===== src/rtl/mc_pkg.sv =====
// Shared types and encodings for the multicycle RV32I control sequencer.
package mc_pkg;

  typedef enum logic [2:0] {
    FETCH  = 3'd0,
    DECODE = 3'd1,
    EXEC   = 3'd2,
    MEM    = 3'd3,
    WB     = 3'd4,
    FAULT  = 3'd5
  } state_t;

  localparam logic [6:0] OPC_OP     = 7'b0110011;
  localparam logic [6:0] OPC_OPIMM  = 7'b0010011;
  localparam logic [6:0] OPC_LOAD   = 7'b0000011;
  localparam logic [6:0] OPC_STORE  = 7'b0100011;
  localparam logic [6:0] OPC_BRANCH = 7'b1100011;
  localparam logic [6:0] OPC_JAL    = 7'b1101111;
  localparam logic [6:0] OPC_JALR   = 7'b1100111;
  localparam logic [6:0] OPC_LUI    = 7'b0110111;
  localparam logic [6:0] OPC_AUIPC  = 7'b0010111;

  typedef enum logic [3:0] {
    ALU_ADD    = 4'd0,
    ALU_SUB    = 4'd1,
    ALU_SLL    = 4'd2,
    ALU_SLT    = 4'd3,
    ALU_SLTU   = 4'd4,
    ALU_XOR    = 4'd5,
    ALU_SRL    = 4'd6,
    ALU_SRA    = 4'd7,
    ALU_OR     = 4'd8,
    ALU_AND    = 4'd9,
    ALU_PASS_B = 4'd10
  } alu_op_t;

  typedef enum logic [3:0] {
    CL_OP, CL_OPIMM, CL_LOAD, CL_STORE, CL_BRANCH,
    CL_JAL, CL_JALR, CL_LUI, CL_AUIPC, CL_ILLEGAL
  } iclass_t;

  localparam logic [1:0] PC_SRC_PLUS4 = 2'b00;
  localparam logic [1:0] PC_SRC_ALU   = 2'b01;
  localparam logic [1:0] PC_SRC_TRAP  = 2'b10;

  localparam logic [1:0] RU_SRC_ALU = 2'b00;
  localparam logic [1:0] RU_SRC_MDR = 2'b01;
  localparam logic [1:0] RU_SRC_PC4 = 2'b10;

  localparam logic [2:0] IMM_I = 3'd0;
  localparam logic [2:0] IMM_S = 3'd1;
  localparam logic [2:0] IMM_B = 3'd2;
  localparam logic [2:0] IMM_U = 3'd3;
  localparam logic [2:0] IMM_J = 3'd4;

  localparam logic [1:0] CAUSE_NONE    = 2'b00;
  localparam logic [1:0] CAUSE_ILLEGAL = 2'b01;
  localparam logic [1:0] CAUSE_TIMEOUT = 2'b10;

  function automatic logic is_mem_class(iclass_t c);
    return (c == CL_LOAD) || (c == CL_STORE);
  endfunction

endpackage


===== src/rtl/mc_decoder.sv =====
// Combinational instruction classifier: class, legality, ALU operation,
// immediate format and ALU operand selects.
import mc_pkg::*;

module mc_decoder (
  input  logic [31:0] instr,
  output iclass_t     iclass,
  output logic        legal,
  output alu_op_t     alu_op,
  output logic [2:0]  imm_src,
  output logic        alu_a_src,
  output logic        alu_b_src
);

  logic [6:0] opcode;
  logic [2:0] funct3;
  logic       alt;
  logic       unused_bits;

  assign opcode      = instr[6:0];
  assign funct3      = instr[14:12];
  assign alt         = instr[30];
  assign unused_bits = ^{instr[31], instr[29:15], instr[11:7]};

  // SUB only exists in register form; SRAI uses the same bit as SRA.
  function automatic alu_op_t arith(logic [2:0] f3, logic f7b5, logic is_reg);
    case (f3)
      3'b000:  return (f7b5 && is_reg) ? ALU_SUB : ALU_ADD;
      3'b001:  return ALU_SLL;
      3'b010:  return ALU_SLT;
      3'b011:  return ALU_SLTU;
      3'b100:  return ALU_XOR;
      3'b101:  return f7b5 ? ALU_SRA : ALU_SRL;
      3'b110:  return ALU_OR;
      default: return ALU_AND;
    endcase
  endfunction

  always_comb begin
    iclass    = CL_ILLEGAL;
    alu_op    = ALU_ADD;
    imm_src   = IMM_I;
    alu_a_src = 1'b0;
    alu_b_src = 1'b0;
    case (opcode)
      OPC_OP: begin
        iclass = CL_OP;
        alu_op = arith(funct3, alt, 1'b1);
      end
      OPC_OPIMM: begin
        iclass    = CL_OPIMM;
        alu_op    = arith(funct3, alt, 1'b0);
        alu_b_src = 1'b1;
      end
      OPC_LOAD: begin
        iclass    = CL_LOAD;
        alu_b_src = 1'b1;
      end
      OPC_STORE: begin
        iclass    = CL_STORE;
        imm_src   = IMM_S;
        alu_b_src = 1'b1;
      end
      OPC_BRANCH: begin
        iclass    = CL_BRANCH;
        imm_src   = IMM_B;
        alu_a_src = 1'b1;
        alu_b_src = 1'b1;
      end
      OPC_JAL: begin
        iclass    = CL_JAL;
        imm_src   = IMM_J;
        alu_a_src = 1'b1;
        alu_b_src = 1'b1;
      end
      OPC_JALR: begin
        iclass    = CL_JALR;
        alu_b_src = 1'b1;
      end
      OPC_LUI: begin
        iclass    = CL_LUI;
        alu_op    = ALU_PASS_B;
        imm_src   = IMM_U;
        alu_b_src = 1'b1;
      end
      OPC_AUIPC: begin
        iclass    = CL_AUIPC;
        imm_src   = IMM_U;
        alu_a_src = 1'b1;
        alu_b_src = 1'b1;
      end
      default: ;
    endcase
    legal = (iclass != CL_ILLEGAL);
  end

endmodule


===== src/rtl/mc_control_fsm.sv =====
// Multicycle control sequencer: shared memory port handshake with timeout,
// fault handling and datapath control decode.
import mc_pkg::*;

module mc_control_fsm #(
  parameter int unsigned MEM_TIMEOUT    = 16,
  parameter bit          TRAP_VECTOR_EN = 1'b1
) (
  input  logic        CLK,
  input  logic        reset,
  input  logic [31:0] instr,
  input  logic        br_taken,
  input  logic        mem_ready,
  output logic        mem_req,
  output logic        mem_we,
  output logic        mem_addr_src,
  output logic [2:0]  dm_ctrl,
  output logic        ir_we,
  output logic        mdr_we,
  output logic        pc_we,
  output logic [1:0]  pc_src,
  output logic        ru_wr,
  output logic [1:0]  ru_data_src,
  output logic        alu_a_src,
  output logic        alu_b_src,
  output logic [3:0]  alu_op,
  output logic [2:0]  imm_src,
  output logic        instr_retired,
  output logic        fault,
  output logic [1:0]  fault_cause,
  output logic        state_dbg_unused_guard,
  output logic [2:0]  state_dbg
);

  localparam logic [7:0] CNT_LAST = 8'(MEM_TIMEOUT - 1);

  state_t     state, state_next;
  logic [7:0] cnt, cnt_next;
  logic [1:0] cause_next;
  logic       fault_d;
  logic       waiting, timeout;

  iclass_t    iclass;
  logic       legal;
  alu_op_t    dec_alu_op;
  logic [2:0] dec_imm_src;
  logic       dec_a_src, dec_b_src;

  mc_decoder u_decoder (
    .instr     (instr),
    .iclass    (iclass),
    .legal     (legal),
    .alu_op    (dec_alu_op),
    .imm_src   (dec_imm_src),
    .alu_a_src (dec_a_src),
    .alu_b_src (dec_b_src)
  );

  assign dm_ctrl   = instr[14:12];
  assign state_dbg = state;
  assign state_dbg_unused_guard = 1'b0;
  // Pulse only on entry so a parked FAULT state does not keep signalling.
  assign fault     = (state == FAULT) && !fault_d;

  assign waiting = ((state == FETCH) || (state == MEM)) && !mem_ready;
  assign timeout = waiting && (cnt >= CNT_LAST);

  always_comb begin
    state_next    = state;
    cause_next    = fault_cause;
    mem_req       = 1'b0;
    mem_we        = 1'b0;
    mem_addr_src  = 1'b0;
    ir_we         = 1'b0;
    mdr_we        = 1'b0;
    pc_we         = 1'b0;
    pc_src        = PC_SRC_PLUS4;
    ru_wr         = 1'b0;
    ru_data_src   = RU_SRC_ALU;
    alu_a_src     = 1'b0;
    alu_b_src     = 1'b0;
    alu_op        = ALU_ADD;
    imm_src       = IMM_I;
    instr_retired = 1'b0;

    if ((state == EXEC) || (state == MEM) || (state == WB)) begin
      alu_a_src = dec_a_src;
      alu_b_src = dec_b_src;
      alu_op    = dec_alu_op;
      imm_src   = dec_imm_src;
    end

    case (state)
      FETCH: begin
        mem_req = 1'b1;
        if (timeout) begin
          state_next = FAULT;
          cause_next = CAUSE_TIMEOUT;
        end else if (mem_ready) begin
          ir_we      = 1'b1;
          state_next = DECODE;
        end
      end
      DECODE: begin
        if (legal) begin
          state_next = EXEC;
        end else begin
          state_next = FAULT;
          cause_next = CAUSE_ILLEGAL;
        end
      end
      EXEC: begin
        if (iclass == CL_BRANCH) begin
          pc_we         = 1'b1;
          pc_src        = br_taken ? PC_SRC_ALU : PC_SRC_PLUS4;
          instr_retired = 1'b1;
          state_next    = FETCH;
        end else if (is_mem_class(iclass)) begin
          state_next = MEM;
        end else begin
          state_next = WB;
        end
      end
      MEM: begin
        mem_req      = 1'b1;
        mem_addr_src = 1'b1;
        mem_we       = (iclass == CL_STORE);
        if (timeout) begin
          state_next = FAULT;
          cause_next = CAUSE_TIMEOUT;
        end else if (mem_ready) begin
          if (iclass == CL_STORE) begin
            pc_we         = 1'b1;
            instr_retired = 1'b1;
            state_next    = FETCH;
          end else begin
            mdr_we     = 1'b1;
            state_next = WB;
          end
        end
      end
      WB: begin
        ru_wr         = 1'b1;
        pc_we         = 1'b1;
        instr_retired = 1'b1;
        state_next    = FETCH;
        if ((iclass == CL_JAL) || (iclass == CL_JALR)) begin
          ru_data_src = RU_SRC_PC4;
          pc_src      = PC_SRC_ALU;
        end else if (iclass == CL_LOAD) begin
          ru_data_src = RU_SRC_MDR;
        end
      end
      FAULT: begin
        if (TRAP_VECTOR_EN) begin
          pc_we      = 1'b1;
          pc_src     = PC_SRC_TRAP;
          state_next = FETCH;
        end
      end
      default: state_next = FETCH;
    endcase

    // Reset abandons any in-flight transaction without side effects.
    if (reset) begin
      mem_req       = 1'b0;
      mem_we        = 1'b0;
      ir_we         = 1'b0;
      mdr_we        = 1'b0;
      pc_we         = 1'b0;
      ru_wr         = 1'b0;
      instr_retired = 1'b0;
    end

    cnt_next = (waiting && (state_next == state)) ? cnt + 8'd1 : '0;
  end

  always_ff @(posedge CLK) begin
    if (reset) begin
      state       <= FETCH;
      cnt         <= '0;
      fault_cause <= CAUSE_NONE;
      fault_d     <= 1'b0;
    end else begin
      state       <= state_next;
      cnt         <= cnt_next;
      fault_cause <= cause_next;
      fault_d     <= (state == FAULT);
    end
  end

endmodule


===== config.mk =====
export PLATFORM = sky130hd
export DESIGN_NAME = mc_control_fsm
export DESIGN_NICKNAME = d
export VERILOG_FILES = /design/src/rtl/mc_pkg.sv /design/src/rtl/mc_decoder.sv /design/src/rtl/mc_control_fsm.sv
export SDC_FILE = /design/constraint.sdc
export NUM_CORES = 1
export LEC_CHECK = 0
export ABC_AREA = 1
export CORE_UTILIZATION = 50
export CTS_CLUSTER_SIZE = 12
export DETAILED_ROUTE_END_ITERATION = 7
export DONT_BUFFER_PORTS = 1
export GPL_TIMING_DRIVEN = 0
export HOLD_SLACK_MARGIN = 0.02
export PLACE_DENSITY_LB_ADDON = 0.12
export SLEW_MARGIN = 40
export SYNTH_ARGS = -nofsm -noshare
export SYNTH_HDL_FRONTEND = slang
export SYNTH_SLANG_ARGS = --single-unit

===== constraint.sdc =====
create_clock -name CLK -period 3.6 [get_ports CLK]
set_input_delay 0.72 -clock CLK [delete_from_list [all_inputs] [get_ports CLK]]
set_output_delay 0.72 -clock CLK [all_outputs]
set_load 0.05 [all_outputs]

* Word-level counts from Yosys, hierarchy flattened
Index checks and enable logic that the tools add are counted. Widths: inputs -> output; s select.
Storage, ports and cells: flip-flop bits (word level) 14, input port bits 36
Operators by class: $add $sub $neg 1, equality and inequality tests 29, bitwise logic cells 1, magnitude comparators 1, multiplexer cells 56, reductions and logical operators 21
Operators with widths (number):
- $pmux 4 s7 | 2
- $pmux 4 s9 | 1
- $mux 1 | 32
- $mux 3 | 9
- $pmux 3 s4 | 2
- $eq 7x6->1 const B | 3
- $eq 7x7->1 const B | 3
- $eq 3x3->1 const B | 5
- $eq 7x5->1 const B | 2
- $eq 3x2->1 const B | 4
- $eq 4x3->1 const B | 3
- $pmux 4 s3 | 1
- $add 8x1->8 const B | 1
- $eq 4x2->1 const B | 2
- $ge 8x4->1 const B | 1
- $mux 2 | 4
- $reduce_or 2->1 | 4
- $reduce_or 8->1 | 1
- $eq 7x2->1 const B | 1
- $eq 3x1->1 const B | 2
- $logic_not 3->1 | 2
- $pmux 1 s3 | 2
- $pmux 2 s3 | 1
- $logic_or 1x1->1 | 5
- other kinds (12) | 16

* Depth between registers and ports, before layout
depth after elaboration 11, mapped depth 11, gate-level depth less buffers 11

* Hierarchy
A second synthesis with hierarchy kept.
Unflattened totals: cell total of the unflattened synthesis 226, area total of the unflattened synthesis 1403.8 um^2
By module, submodules not included:
- mc_control_fsm | instances 1, area an instance 1047.3 um^2, cells an instance 156, seq. area each 280.3 um^2
- mc_decoder | instances 1, area an instance 356.6 um^2, cells an instance 70, seq. area each 0.0 um^2

* Worst setup path after synthesis
OpenSTA, ideal clock, no wires.
path kind reg-to-output, from register state[2], in the netlist state_dbg[2], to output port pc_we, data arrival time 3334 ps, slack -454 ps, cell stages (with the launch flop) 5, path through dfxtp_1 inv_1 nor3_1 inv_1 o21ai_0
Between the ends: word-level cells in the longest chain between the ends 7, elaborated cells between the ends (all ways) 12, classes of those cells eq/ne (4); mux (3); reduce/logical (5)
Ends and longest elaborated chain:
- start, declared | line mc_control_fsm.sv:37 | state_t state, state_next;
- start signal, assigned | line mc_control_fsm.sv:185 | state <= state_next;
- $eq 3x2->1 or $logic_not 3->1 (tied branches) | line mc_control_fsm.sv:65, mc_control_fsm.sv:93
- $logic_or 1x1->1 | line mc_control_fsm.sv:65 | assign waiting = ((state == FETCH) || (state == MEM)) && !mem_ready;
- $logic_and 1x1->1 | line mc_control_fsm.sv:65
- $logic_and 1x1->1 | line mc_control_fsm.sv:66 | assign timeout = waiting && (cnt >= CNT_LAST);
- $mux 1 | line mc_control_fsm.sv:128 | if (timeout) begin
- $pmux 1 s3 * | line mc_control_fsm.sv:93 | case (state)
- $mux 1 * | line mc_control_fsm.sv:165 | if (reset) begin
- end, declared | line mc_control_fsm.sv:20 | output logic pc_we,
Mark *: on every way between the ends. The rest lies on a longest branch, timed or not.

* Final worst setup path
from register state[2], in the netlist state_dbg[2], to output port alu_op[0]
Between the ends: word-level cells in the longest chain between the ends 4, elaborated cells between the ends (all ways) 6, classes of those cells eq/ne (3); mux (1); reduce/logical (2)
Ends and longest elaborated chain:
- $eq 3x2->1 | line mc_control_fsm.sv:86 | if ((state == EXEC) || (state == MEM) || (state == WB)) begin
- $logic_or 1x1->1 | line mc_control_fsm.sv:86
- $logic_or 1x1->1 * | line mc_control_fsm.sv:86
- $mux 4 * | line mc_control_fsm.sv:86
- end, declared | line mc_control_fsm.sv:26 | output logic [3:0] alu_op,
Marks and branches as above.

==> results.yml <==
placed_design:
  pre_cts_ws_ns: 0.316
  gp_congestion: 0.925
  port_buffers: 0
  dp.final_hpwl_um: 1900
synth:
  synth.distinct_cells: 27
  synthCells: 169
  synth_top_area_cell: "dfxtp_1"
  synth_warnings: 0
  synth_top_area_share_pct: 26.8
  syn_area_per_cell_um2: 6.18
  synth_area_leaders: "dfxtp_1 (27%), nand2_1 (14%), inv_1 (10%), nor2_1 (7.2%), nand3_1 (5.7%)"
  ys_seq_area_share_pct: 26.8
  synthesis.area_um2: 1040
  ys_seq_elements: 14
sta:
  fmax_mhz: 307
  fin_crit_ns: 3.26
  setup_slack_ns: 0.344
  maxSlewViolCount: 0
  hold_viol: 0
  setup-violations-final: 0
  finClkSkew_ns: 0.00786
  setup_tns_ns: 0
  worst_slew_pin_slew_ns: 0.862
  relSlewSlack_pct: 42.2
  rsz0062_at_grt: "no"
  period_share_pct: 90.4
pwr:
  clkPwrFrac_pct: 19.1
  power_frac_comb_pct: 40.5
  switching_share_pct: 49.4
  power_switching_uw: 284
  intPower_uw: 291
  irDropWorstVdd_v: 0.000416
  power_density_nw_per_um2: 475
  seq_power_share_pct: 40.4
  p_leak_uw: 0.000613
clocking:
  cts_made_buffers: 3
  insertion_delay_ns: 0.28
  cts_tree: "built"
  root_buffer: "clkbuf_4"
  clk_pin_slew_ns: 0.08
  cts_setup_buffers: 0
  cts_hold_buffers: 0
  cts_buffer_depth: 2
  clock_sinks: 14
  htree_levels: 1
cells_and_area:
  synthToLayoutAreaGrowth_pct: 15.8
  fill_cells: 208
  drive_above_1_share_pct: 26.4
  diodes: 0
  multi_input_area_um2: 698
  final_core_util_pct: 61.7
  regArea_um2: 280
  fin_nets: 216
critical_path:
  cp.depth: 6
  crit_path_end_kind: "output pin"
  critPathRequiredTime_ns: 2.88
  crit_family: "flip-flops"
  crit_buf_inv: 2
  r2r_cells: 8
  max_stage_delay_ns: 0.70
  critPathKind: "reg2out"
  worstPathArrival_ns: 2.54
  startpoint_type: "flop"
  slowest_stage: "dfxtp_1"
  cpMostUsedCell: "inv_1"
  cp-startpoint: "state_dbg[2]"
  critPathMaxFanout: 7
  path_cells: "inv_1, nor2_1, inv_1, nand2_1, nand3_1, a21oi_2"
  rr_startpoint: "state_dbg[2]"
detailed_routing:
  viasPerCell: 5.20
  wl_per_cell_um: 11.0
  drt_iter0_markers: 26
  drt_first_pass_iters: 4
  dr_total_vias: 1065
  postRouteAntennaNets: 0
  drc: 0
  wl_um: 2250
floorplanning:
  fp.dieW_um: 47.7
  ios: 67
  row_count: 16
  die-area_um2: 2280
  start_util_pct: 53.3
  die_y_um: 47.7
  core_region_area_um2: 1960
global_routing:
  track_usage_pct: 20.0
  grt_max_degree: 9
  grt_pass1_vias: 881
  antenna_found_initial: 0
  gr-total-overflow: 0
  grt_pass1_wl_um: 3190
min_path:
  min_from: "cnt[0]"
  whs_path_depth: 1
  hp-class: "reg2reg"
run:
  drv_cap: 0
outcome:
  status: "complete, no violations"
==> stage by stage <==
stage | total power [uW] | hold WS, ns | cells | instance area (um^2)
global placement | 451 | 0.441 | 200 | 1100
detailed placement | 463 | 0.447 | 201 | 1150
global route | 611 | 0.496 | 205 | 1210
CTS | 576 | 0.464 | 205 | 1190
finish | 575 | 0.458 | 205 | 1210
floorplan | 427 | 0.427 | 173 | 1060
==> Yosys cell counts <==
cell type and n:
nand2_2 4, o21ai_0 7, nor3_1 4, clkbuf_1 1, nand2_1 38, o221ai_1 1, o21ai_1 2, inv_1 29
nand4_1 3, ha_1 1, conb_1 1, dfxtp_1 14, inv_2 3, nor2_4 3, nand3_1 12, nor4_1 1
xnor2_1 1, xor2_1 1, nand2_4 1, nand3b_1 1, nor2_1 20, nand3_4 1, buf_4 4, nand3_2 2
nor2_2 6, o211ai_1 3, a21oi_1 5
==> routing by layer <==
metal / global-route usage, % / part of all wire, % / vias up
met5: 0 / 0 / -
met4: 13.9 / 2.1 / 0
met3: 2.64 / 6.3 / 5
met2: 35.7 / 49 / 35
met1: 21.7 / 42 / 486
li1: - / - / 539
==> worst reg2reg max path: cells and delay by family (launching register included) <==
kind / cells / cell delay, ns
flip-flops: 1 / 0.70
buffers and inverters: 2 / 0.57
AND/OR/NAND/NOR: 6 / 0.74
==> cell families after synthesis <==
group                    count (synthesis)  share of synthesized area (%)
other                                    1                          0.359
XOR/XNOR                                 2                           1.68
AND/OR/NAND/NOR                         96                           45.5
AO/OA/AOI/OAI                           18                           9.70
buffers and inverters                   37                           14.7
adder cells (fa/ha/maj)                  1                           1.20
flip-flops                              14                           26.8
==> flip-flops by register name (all words and copies together), names as in the netlist <==
signal	flops
cnt	8
state_dbg	3
fault_cause	2
fault_d	1
==> path summary, 6_finish.rpt <==
| check | endpoint | slack, ns |
|---|---|---|
| max reg2reg | cnt[3] | 1.53 |
| min reg2reg | cnt[0] | 0.46 |
| max | alu_op[0] | 0.34 |
| min | cnt[0] | 0.46 |
==> layout make-up <==
type / count / share of cell area (%)
clock buffers: 4 / 3.00
inverters: 32 / 9.93
well taps: 27 / 2.79
repair buffers: 1 / 0.620
multi-input cells: 122 / 57.7
flip-flops and latches: 14 / 23.2
plain buffers: 5 / 2.79
==> power groups by stage <==
stage               sequential, uW  clock (uW)  combinational (uW)
floorplan                      232           0                 195
global placement               235           0                 216
detailed placement             236           0                 227
CTS                            233         115                 228
global route                   235         119                 257
finish                         232         110                 233
==> cells in the final DEF, fill, tap and decap left out, types with 2 or more instances in the layout <==
cell type,n
a21oi_2,4
buf_4,5
clkbuf_4,3
conb_1,5
dfxtp_1,14
inv_1,29
inv_2,3
nand2_1,38
nand2_2,4
nand3_1,12
nand3_2,2
nand4_1,3
nor2_1,14
nor2_2,12
nor2_4,3
nor3_2,2
o211ai_1,3
o21ai_0,5
o21ai_2,4
==> what timing repair did <==
action,4_1_cts,5_1_grt
hold endpoints to repair,0,0
resized for setup,1,0
endpoints found under the setup margin,1,0
Note: power is estimated with default switching activity, not from simulation.
